## src/rtl/sync_fifo_ctrl_if.sv

```systemverilog
// rtl/sync_fifo_ctrl_if.sv - push/pop, status and error signals of one FIFO port
interface sync_fifo_ctrl_if #(
  parameter int DATA_W = 32,
  parameter int DEPTH  = 16
);
  localparam int ADDR_W = $clog2(DEPTH);

  logic              flush;
  logic              push;
  logic [DATA_W-1:0] data_in;
  logic              pop;
  logic [DATA_W-1:0] data_out;
  logic              rd_valid;
  logic              full;
  logic              empty;
  logic              almost_full;
  logic              almost_empty;
  logic [ADDR_W:0]   level;
  logic              overflow;
  logic              underflow;
  logic              err_clr;

  modport master (
    output flush, push, data_in, pop, err_clr,
    input  data_out, rd_valid, full, empty, almost_full, almost_empty,
           level, overflow, underflow
  );

  modport slave (
    input  flush, push, data_in, pop, err_clr,
    output data_out, rd_valid, full, empty, almost_full, almost_empty,
           level, overflow, underflow
  );
endinterface

```

## src/rtl/sync_fifo_ctrl.sv

```systemverilog
// rtl/sync_fifo_ctrl.sv - synchronous FIFO with show-ahead or registered read,
// occupancy thresholds, flush and sticky overflow/underflow flags
module sync_fifo_ctrl #(
  parameter int DATA_W    = 32,
  parameter int DEPTH     = 16,
  parameter int AF_THRESH = 12,
  parameter int AE_THRESH = 2,
  parameter int FWFT      = 1
) (
  input  logic             clk,
  input  logic             rst_n,
  sync_fifo_ctrl_if.slave  bus
);
  localparam int ADDR_W = $clog2(DEPTH);
  localparam logic [ADDR_W:0] LVL_FULL = (ADDR_W+1)'(DEPTH);
  localparam logic [ADDR_W:0] LVL_AF   = (ADDR_W+1)'(AF_THRESH);
  localparam logic [ADDR_W:0] LVL_AE   = (ADDR_W+1)'(AE_THRESH);

  generate
    if (DEPTH < 2 || (DEPTH & (DEPTH - 1)) != 0) begin : g_bad_depth
      $error("sync_fifo_ctrl: DEPTH must be a power of two >= 2");
    end
    if (AF_THRESH < 1 || AF_THRESH > DEPTH) begin : g_bad_af
      $error("sync_fifo_ctrl: AF_THRESH out of range 1..DEPTH");
    end
    if (AE_THRESH < 0 || AE_THRESH > DEPTH - 1) begin : g_bad_ae
      $error("sync_fifo_ctrl: AE_THRESH out of range 0..DEPTH-1");
    end
  endgenerate

  logic [DATA_W-1:0] mem [DEPTH];
  logic [ADDR_W-1:0] wr_ptr;
  logic [ADDR_W-1:0] rd_ptr;
  logic [ADDR_W:0]   level_q;
  logic              ovf_q;
  logic              udf_q;

  logic full_w;
  logic empty_w;
  logic push_ok;
  logic pop_ok;
  logic ovf_set;
  logic udf_set;

  // Accept decisions look only at registered occupancy, so a same-cycle pop
  // never makes room for a push and a same-cycle push never feeds a pop.
  assign full_w  = (level_q == LVL_FULL);
  assign empty_w = (level_q == '0);
  assign push_ok = bus.push && !full_w  && !bus.flush;
  assign pop_ok  = bus.pop  && !empty_w && !bus.flush;
  assign ovf_set = bus.push && full_w   && !bus.flush;
  assign udf_set = bus.pop  && empty_w  && !bus.flush;

  always_ff @(posedge clk or negedge rst_n) begin
    if (!rst_n) begin
      wr_ptr  <= '0;
      rd_ptr  <= '0;
      level_q <= '0;
    end else if (bus.flush) begin
      wr_ptr  <= '0;
      rd_ptr  <= '0;
      level_q <= '0;
    end else begin
      if (push_ok) wr_ptr <= wr_ptr + ADDR_W'(1);
      if (pop_ok)  rd_ptr <= rd_ptr + ADDR_W'(1);
      case ({push_ok, pop_ok})
        2'b10:   level_q <= level_q + (ADDR_W+1)'(1);
        2'b01:   level_q <= level_q - (ADDR_W+1)'(1);
        default: level_q <= level_q;
      endcase
    end
  end

  always_ff @(posedge clk) begin
    if (push_ok) mem[wr_ptr] <= bus.data_in;
  end

  // A fresh error in the same cycle as err_clr must survive the clear.
  always_ff @(posedge clk or negedge rst_n) begin
    if (!rst_n) begin
      ovf_q <= 1'b0;
      udf_q <= 1'b0;
    end else begin
      if (ovf_set)          ovf_q <= 1'b1;
      else if (bus.err_clr) ovf_q <= 1'b0;
      if (udf_set)          udf_q <= 1'b1;
      else if (bus.err_clr) udf_q <= 1'b0;
    end
  end

  generate
    if (FWFT != 0) begin : g_fwft
      assign bus.data_out = mem[rd_ptr];
      assign bus.rd_valid = !empty_w;
    end else begin : g_reg
      logic [DATA_W-1:0] dout_q;
      logic              rv_q;

      // pop_ok already excludes flush, so a flush drops rd_valid and keeps data_out.
      always_ff @(posedge clk or negedge rst_n) begin
        if (!rst_n) begin
          dout_q <= '0;
          rv_q   <= 1'b0;
        end else begin
          rv_q <= pop_ok;
          if (pop_ok) dout_q <= mem[rd_ptr];
        end
      end

      assign bus.data_out = dout_q;
      assign bus.rd_valid = rv_q;
    end
  endgenerate

  assign bus.full         = full_w;
  assign bus.empty        = empty_w;
  assign bus.almost_full  = (level_q >= LVL_AF);
  assign bus.almost_empty = (level_q <= LVL_AE);
  assign bus.level        = level_q;
  assign bus.overflow     = ovf_q;
  assign bus.underflow    = udf_q;

  // Pointer distance modulo DEPTH always equals occupancy modulo DEPTH.
  a_level_range : assert property (@(posedge clk) disable iff (!rst_n)
    level_q <= LVL_FULL);
  a_ptr_level : assert property (@(posedge clk) disable iff (!rst_n)
    (wr_ptr - rd_ptr) == level_q[ADDR_W-1:0]);
endmodule

```

## src/flat_wrapper.sv

```systemverilog
// flat-port wrapper written by rule: the top's interface ports become plain ports
module sync_fifo_ctrl_flat 
#(
  parameter int DATA_W    = 32,
  parameter int DEPTH     = 16,
  parameter int AF_THRESH = 12,
  parameter int AE_THRESH = 2,
  parameter int FWFT      = 1
)
  (clk, rst_n, bus_flush, bus_push, bus_data_in, bus_pop, bus_err_clr, bus_data_out, bus_rd_valid, bus_full, bus_empty, bus_almost_full, bus_almost_empty, bus_level, bus_overflow, bus_underflow);
  sync_fifo_ctrl_if #(.DATA_W(DATA_W), .DEPTH(DEPTH)) bus_i ();
  input  logic clk;
  input  logic rst_n;
  input wire logic [$bits(bus_i.flush)-1:0] bus_flush;
  input wire logic [$bits(bus_i.push)-1:0] bus_push;
  input wire logic [$bits(bus_i.data_in)-1:0] bus_data_in;
  input wire logic [$bits(bus_i.pop)-1:0] bus_pop;
  input wire logic [$bits(bus_i.err_clr)-1:0] bus_err_clr;
  output wire logic [$bits(bus_i.data_out)-1:0] bus_data_out;
  output wire logic [$bits(bus_i.rd_valid)-1:0] bus_rd_valid;
  output wire logic [$bits(bus_i.full)-1:0] bus_full;
  output wire logic [$bits(bus_i.empty)-1:0] bus_empty;
  output wire logic [$bits(bus_i.almost_full)-1:0] bus_almost_full;
  output wire logic [$bits(bus_i.almost_empty)-1:0] bus_almost_empty;
  output wire logic [$bits(bus_i.level)-1:0] bus_level;
  output wire logic [$bits(bus_i.overflow)-1:0] bus_overflow;
  output wire logic [$bits(bus_i.underflow)-1:0] bus_underflow;
  assign bus_i.flush = bus_flush;
  assign bus_i.push = bus_push;
  assign bus_i.data_in = bus_data_in;
  assign bus_i.pop = bus_pop;
  assign bus_i.err_clr = bus_err_clr;
  assign bus_data_out = bus_i.data_out;
  assign bus_rd_valid = bus_i.rd_valid;
  assign bus_full = bus_i.full;
  assign bus_empty = bus_i.empty;
  assign bus_almost_full = bus_i.almost_full;
  assign bus_almost_empty = bus_i.almost_empty;
  assign bus_level = bus_i.level;
  assign bus_overflow = bus_i.overflow;
  assign bus_underflow = bus_i.underflow;
  sync_fifo_ctrl #(.DATA_W(DATA_W), .DEPTH(DEPTH), .AF_THRESH(AF_THRESH), .AE_THRESH(AE_THRESH), .FWFT(FWFT)) u_core (.clk(clk), .rst_n(rst_n), .bus(bus_i));
endmodule
```

## config.mk

```make
export PLATFORM = sky130hd
export DESIGN_NAME = sync_fifo_ctrl_flat
export DESIGN_NICKNAME = d
export VERILOG_FILES = /design/src/rtl/sync_fifo_ctrl_if.sv /design/src/rtl/sync_fifo_ctrl.sv /design/src/flat_wrapper.sv
export SDC_FILE = /design/constraint.sdc
export NUM_CORES = 1
export LEC_CHECK = 0
export CELL_PAD_IN_SITES_DETAIL_PLACEMENT = 1
export CELL_PAD_IN_SITES_GLOBAL_PLACEMENT = 1
export CORE_ASPECT_RATIO = 0.7
export CORE_MARGIN = 10
export CORE_UTILIZATION = 37
export CTS_BUF_LIST = sky130_fd_sc_hd__clkbuf_4
export CTS_CLUSTER_SIZE = 14
export DETAILED_ROUTE_END_ITERATION = 6
export PLACE_DENSITY_LB_ADDON = 0.1
export SYNTH_ARGS = -nofsm -noshare
export SYNTH_HDL_FRONTEND = slang
export SYNTH_SLANG_ARGS = --single-unit
```

## constraint.sdc

```tcl
create_clock -name clk -period 5 [get_ports clk]
set_input_delay 1.25 -clock clk [delete_from_list [all_inputs] [get_ports clk]]
set_output_delay 1.25 -clock clk [all_outputs]
set_load 0.005 [all_outputs]
```

==> results.cfg <==
[run_status]
status = finished, final reports clean

[clock_tree]
cts_made_buffers = 136
tritoncts = built
cts.sinks = 527
cts_buffer_depth = 3
cts_hold_buf = 0
cts-root-buf = clkbuf_4
path_clk_slew_ps = 60
htree_num_levels = 4
clock_latency_ps = 840

[sta]
timing.final.crit_share_pct = 94.7
slew_headroom_pct = 29.3
max_freq_mhz = 211
holdWs_ps = 539
hold_violations = 0
slew_violations = 0
tightest_slew_ps = 1060
period_needed_ps = 4740
finalSetupTns_ps = 0
setup_viol = 0
rsz0062_at_grt = no
fin_skew_ps = 31.7

[cells_and_area]
layout_common_cells = 512 x edfxtp_1, 200 x clkbuf_4, 96 x mux4_2
layout.nets = 1244
final_common_cell = edfxtp_1
syn2layout_area_growth_pct = 19.2
layout-drive-gt1-share_pct = 30.2

[critical_path]
path_buf_inv = 2
worst_setup_path_end_kind = output pin
r2r-end = u_core.bus.level[4]
critical-path-top-delay-family = buffers and inverters
cp_slowest_cell = clkdlybuf4s50_1
crit_arrival_ps = 3490
r2r-start = u_core.bus.level[2]
worst-r2r-setup-slack_ps = 2150
path_max_fanout = 21
critical_path.cell_chain = and2_2 -> buf_4 -> a221oi_1 -> a21oi_1 -> o21ai_0 -> clkdlybuf4s50_1
cp-start-kind = flop
required_ps = 3750
criticalPathCategory = reg -> out
r2r_cells = 8
cp_slowest_stage_delay_ps = 580

[synth]
yosys-top-cells-area = edfxtp_1 76%, mux4_2 11%, mux2i_1 3.3%
synth_top_cell_area_share_pct = 75.7
yosysSeqAreaShare_pct = 77.5
synthArstFlopShare_pct = 2.85
yosys.area.top_type = edfxtp_1
synth_area_sq_um = 20300
netlist_instances = 981
synth-seq-cells = 527
syn-num-nets = 1026
synth_edf_count = 512
yosysWarnings = 0
synth_ff_type = edfxtp_1
yosysUniqueCellTypes = 40
avgSynthCellArea_sq_um = 20.7

[worst_hold_path]
worstHoldStart = u_core.bus.overflow
hold_depth = 2
hp-class = reg -> reg
holdPathEnd = u_core.bus.overflow

[routing]
detail-route-antenna-nets = 0
vias = 10600
wl_microns = 53100
drcViolationCount = 0
dr.pass1.iters = 5
drt_first_iter_violations = 905
vias_per_cell = 5.26
routedWlPerCell_microns = 26.3

[placed_design]
hpwl_microns = 27500
port_buffers = 81
place_congestion = 0.702

[die]
pin_count = 82
num_rows = 71
die_x_microns = 300
die_area_sq_um = 64800
die_height_microns = 216
start_util_pct = 37.6
design.core.area_sq_um = 54000

[power]
cellPowerDensity_nw_per_um2 = 449
cellLeakagePower_nw = 7.76
irDropWorstVdd_v = 0.000218

[global_routing]
grt.overflow.total = 0
grt_max_degree = 51
grt_pass1_vias = 11600
grt_pass1_wl_microns = 78300
antenna_found_initial = 2
grt.total_usage_pct = 16.5

[flow_run]
drv_cap = 0
-- cells in the mapped netlist, types with 9 or more instances --
cell,instances
a21oi_1,37
mux4_2,96
a22oi_1,32
o21ai_0,35
a221oi_1,32
nand2_1,14
mux2i_1,66
dfrtp_1,15
nor2_1,25
clkbuf_1,34
buf_2,19
inv_1,9
edfxtp_1,512
-- final cells by class --
class	instances	area, sq um
Clock buffer	200	1500
Tap cell	730	913
Inverter	9	33.8
Sequential cell	527	15800
Fill cell	5198	29800
Antenna cell	1	2.50
Timing Repair Buffer	136	1430
Clock inverter	23	165
Multi-Input combinational cell	389	4410
-- flip-flops by register name, indices dropped and copies added (netlist names) --
signal and flops:
u_core.rd_ptr 4, u_core.bus.underflow 1, u_core.mem 512, u_core.wr_ptr 4, u_core.bus.level 5, u_core.bus.overflow 1
-- cell families after synthesis --
logic type                 count (synthesis)  share of synthesized area (%)
buffers and inverters                     65                           1.35
AOI/OAI and AO/OA                        145                           4.73
xor gates and xnor gates                   8                          0.345
DFF                                      527                           77.5
adders and majority gates                  7                          0.431
muxes                                    165                           14.1
and+or+nand+nor                           64                           1.53
-- worst max-delay path by stage --
| stage | start | to | depth (start not counted) |
|---|---|---|---|
| floorplan | bus_flush | u_core.mem[0][0] | 5 |
| global placement | u_core.rd_ptr[0] | bus_data_out[20] | 6 |
| detailed placement | bus_pop | u_core.bus.level[4] | 9 |
| CTS | u_core.rd_ptr[1] | bus_data_out[19] | 5 |
| global route | u_core.rd_ptr[1] | bus_data_out[21] | 6 |
| finish | u_core.rd_ptr[1] | bus_data_out[20] | 6 |
-- power breakdown --
| group | leakage, nW | internal [W] | total, W | switching, W |
|---|---|---|---|---|
| logic | 1.95 | 0.00117 | 0.00219 | 0.00101 |
| registers | 4.81 | 0.00494 | 0.00501 | 0.0000773 |
| clock network | 1.01 | 0.00197 | 0.00367 | 0.00171 |
| total | 7.76 | 0.00807 | 0.0109 | 0.00280 |
-- metrics by stage --
step	instance area [sq um]	total power, W	utilization (%)	worst slack (ps)	std cells
after global placement	22500	0.00727	41.6	886	1783
after detailed placement	22500	0.00727	41.6	891	1783
after CTS	24100	0.0110	44.7	51.8	2007
after floorplan	20300	0.00642	-	377	981
final	24200	0.0109	44.8	264	2015
after global routing	24200	0.0114	44.8	19.4	2015
-- what timing repair did --
action	CTS	global route
gates resized for setup	0	1
endpoints found under the setup margin	6	2
setup buffers	1	7
hold endpoints to repair	0	0
-- worst reg2reg max path: stages, from the launching register on --
cell and delay (ps):
dfrtp_1 530, nor4_4 520, mux2i_2 420, xor2_1 120
ha_1 230, or3_1 320, a21oi_1 150, mux2i_1 110
a221o_1 330
-- routing by layer --
metal / vias to the layer above / track usage [%] / wire length, microns
met5: - / 0 / 17
met4: 2 / 5.09 / 887
met3: 82 / 3.98 / 2500
met2: 260 / 25.8 / 25100
met1: 5641 / 22.4 / 24500
li1: 4623 / - / -
No activity file was read; power rests on OpenSTA's default activity.
==> patch: new RTL, config.mk and constraints unchanged <==
Reset style: synchronous (`rst_n`), changed in 3 clocked blocks.
--- a/src/rtl/sync_fifo_ctrl.sv
+++ b/src/rtl/sync_fifo_ctrl.sv
@@ -53,3 +53,3 @@
 
-  always_ff @(posedge clk or negedge rst_n) begin
+  always_ff @(posedge clk) begin
     if (!rst_n) begin
@@ -78,3 +78,3 @@
   // A fresh error in the same cycle as err_clr must survive the clear.
-  always_ff @(posedge clk or negedge rst_n) begin
+  always_ff @(posedge clk) begin
     if (!rst_n) begin
@@ -99,3 +99,3 @@
       // pop_ok already excludes flush, so a flush drops rd_valid and keeps data_out.
-      always_ff @(posedge clk or negedge rst_n) begin
+      always_ff @(posedge clk) begin
         if (!rst_n) begin
Formal check against the unedited RTL: differs if rst_n is asserted again (counterexample within 4 cycles, from zero or initial values and one cycle with rst_n low); with rst_n held inactive, the same outputs for 4 cycles.
==> patch against the original RTL <==
Setup slack improved by 0.15 ns; worst hold slack got worse by 0.023 ns; utilization fell by 0.47 points; synthesized area rose by 0.49%; final area fell by 0.71%; count of clock-buffer cells in the layout fell by 1; register-to-register slack got worse by 0.29 ns; wire length fell by 8.5%; first-iteration DRC count fell by 18%; sequential cell count rose by 4; critical path type unchanged.
Power is not compared: it rests on default switching activity, and its combinational part moved more than twofold at a synthesized area within 25%.
==> patch: results (changes against the original RTL) <==
[placed_design]
place_congestion=0.690  ; -1.8%
dpl_cell_area_sq_um=22300  ; -0.75%
dp_hpwl_microns=26000  ; -5.5%

[routing]
wl_met3_microns=2390  ; -4.2%
wl_met1_microns=22500  ; -8.4%
first_iter_violations=743  ; -18%
dr_wl_met2_microns=22800  ; -9.3%
wl_per_cell_microns=25.9  ; -1.5%
vias_per_cell=5.12  ; -2.8%
top_layer=met5

[synthesis]
synth.mux.area_fraction_pct=18.3  ; +4.2 points
synthAdderAreaFrac_pct=0.490  ; +0.059 points
synth_area_leaders=edfxtp_1 (75%), mux4_2 (15%), mux4_1 (3.1%)
synth_compound_area_share_pct=0.686  ; -4.0 points
yosys-top-cells-count=edfxtp_1 (512), mux4_2 (136), mux4_1 (24)
ys_async_sr_fraction_pct=0  ; -2.8 points
ys_seq_area_share_pct=77.2  ; -0.36 points
synth-xor-area-share_pct=0.429  ; +0.084 points
syn-num-nets=884  ; -14%

[finish]
multi_input_area_share_pct=18.3  ; +0.053 points
multi_input_cells=257  ; -34%
drive_above_1_share_pct=35.2  ; +5.0 points
final_nets=1092  ; -12%
n_clock_buffer=199  ; -0.50%
n_fill_cell=5043  ; -3.0%
sh_seq_area_pct=65.6  ; +0.50 points
inv_count=7  ; -2
buffer_area_share_pct=5.06  ; -0.84 points
buffers=114  ; -16%
antennaDiodeCount=2  ; +1

[setup_path]
path_max_fanout=14  ; -33%
rrSetupSlack_ns=1.86  ; -0.29 ns
timing.rr.start=u_core.bus.level[1]$_SDFFE_PP0P_
r2r_end=u_core.bus.level[4]$_SDFFE_PP0P_
max_stage_delay_ns=0.60  ; +0.02 ns
cp.arrival_ns=3.33  ; -0.16 ns
cp_slowest_cell=mux4_1
reg2reg_depth=10  ; +2
worst_path_dominant_cell_family=multiplexers

[floorplan]
fp.coreArea_sq_um=54200  ; +0.33%

[global_routing]
grt_pass1_vias=10700  ; -7.6%
antenna_found_initial=3  ; +1
grt_usage_pct=15.1  ; -1.3 points
grt_pass1_wl_microns=72600  ; -7.3%
grt.met1_usage_pct=20.6  ; -1.7 points
grtUsageMet3_pct=4.55  ; +0.57 points
grtUsageMet2_pct=23.1  ; -2.7 points

[timing]
min_period_ns=4.58  ; -0.152 ns
tightestPinTransition_ns=0.937  ; -0.123 ns
finClkSkew_ns=0.0375  ; +0.00588 ns

[hold_path]
hold_path_end=u_core.bus.underflow$_SDFFE_PN0P_
hp-start=u_core.bus.underflow$_SDFFE_PN0P_
hold_class=reg -> reg

[run_status]
status=complete, no violations

[clock_network]
cts_setup_buffers=0  ; -1
numCtsBuffers=135  ; -0.74%
clk_path_buf_depth=3  ; unchanged
cts_sinks=531  ; +0.76%
clockRootBuffer=clkbuf_4

[patch: where the power goes]
group	switching [W]	internal (W)	total [W]
combinational	0.000114	0.000101	0.000215
clock	0.00173	0.00202	0.00375
sequential	0.00000674	0.00489	0.00490
[patch: per-stage QoR]
step | hold WS (ns) | std cells | power, W | util, %
global placement | 0.469 | 1638 | 0.00521 | 41.1
detailed placement | 0.524 | 1638 | 0.00521 | 41.1
finish | 0.516 | 1872 | 0.00886 | 44.4
floorplan | 0.470 | 838 | 0.00507 | -
global route | 0.568 | 1872 | 0.00928 | 44.4
CTS | 0.538 | 1869 | 0.00901 | 44.3
[patch: how the worst max path moves through the flow]
stage / startpoint / end
after detailed placement: bus_flush / u_core.bus.level[4]$_SDFFE_PP0P_
after global placement: flip-flop / bus_data_out[15]
after global routing: flip-flop / bus_data_out[15]
after floorplan: bus_flush / u_core.mem[3][0]$_DFFE_PP_
final: flip-flop / bus_data_out[19]
after CTS: flip-flop / bus_data_out[19]
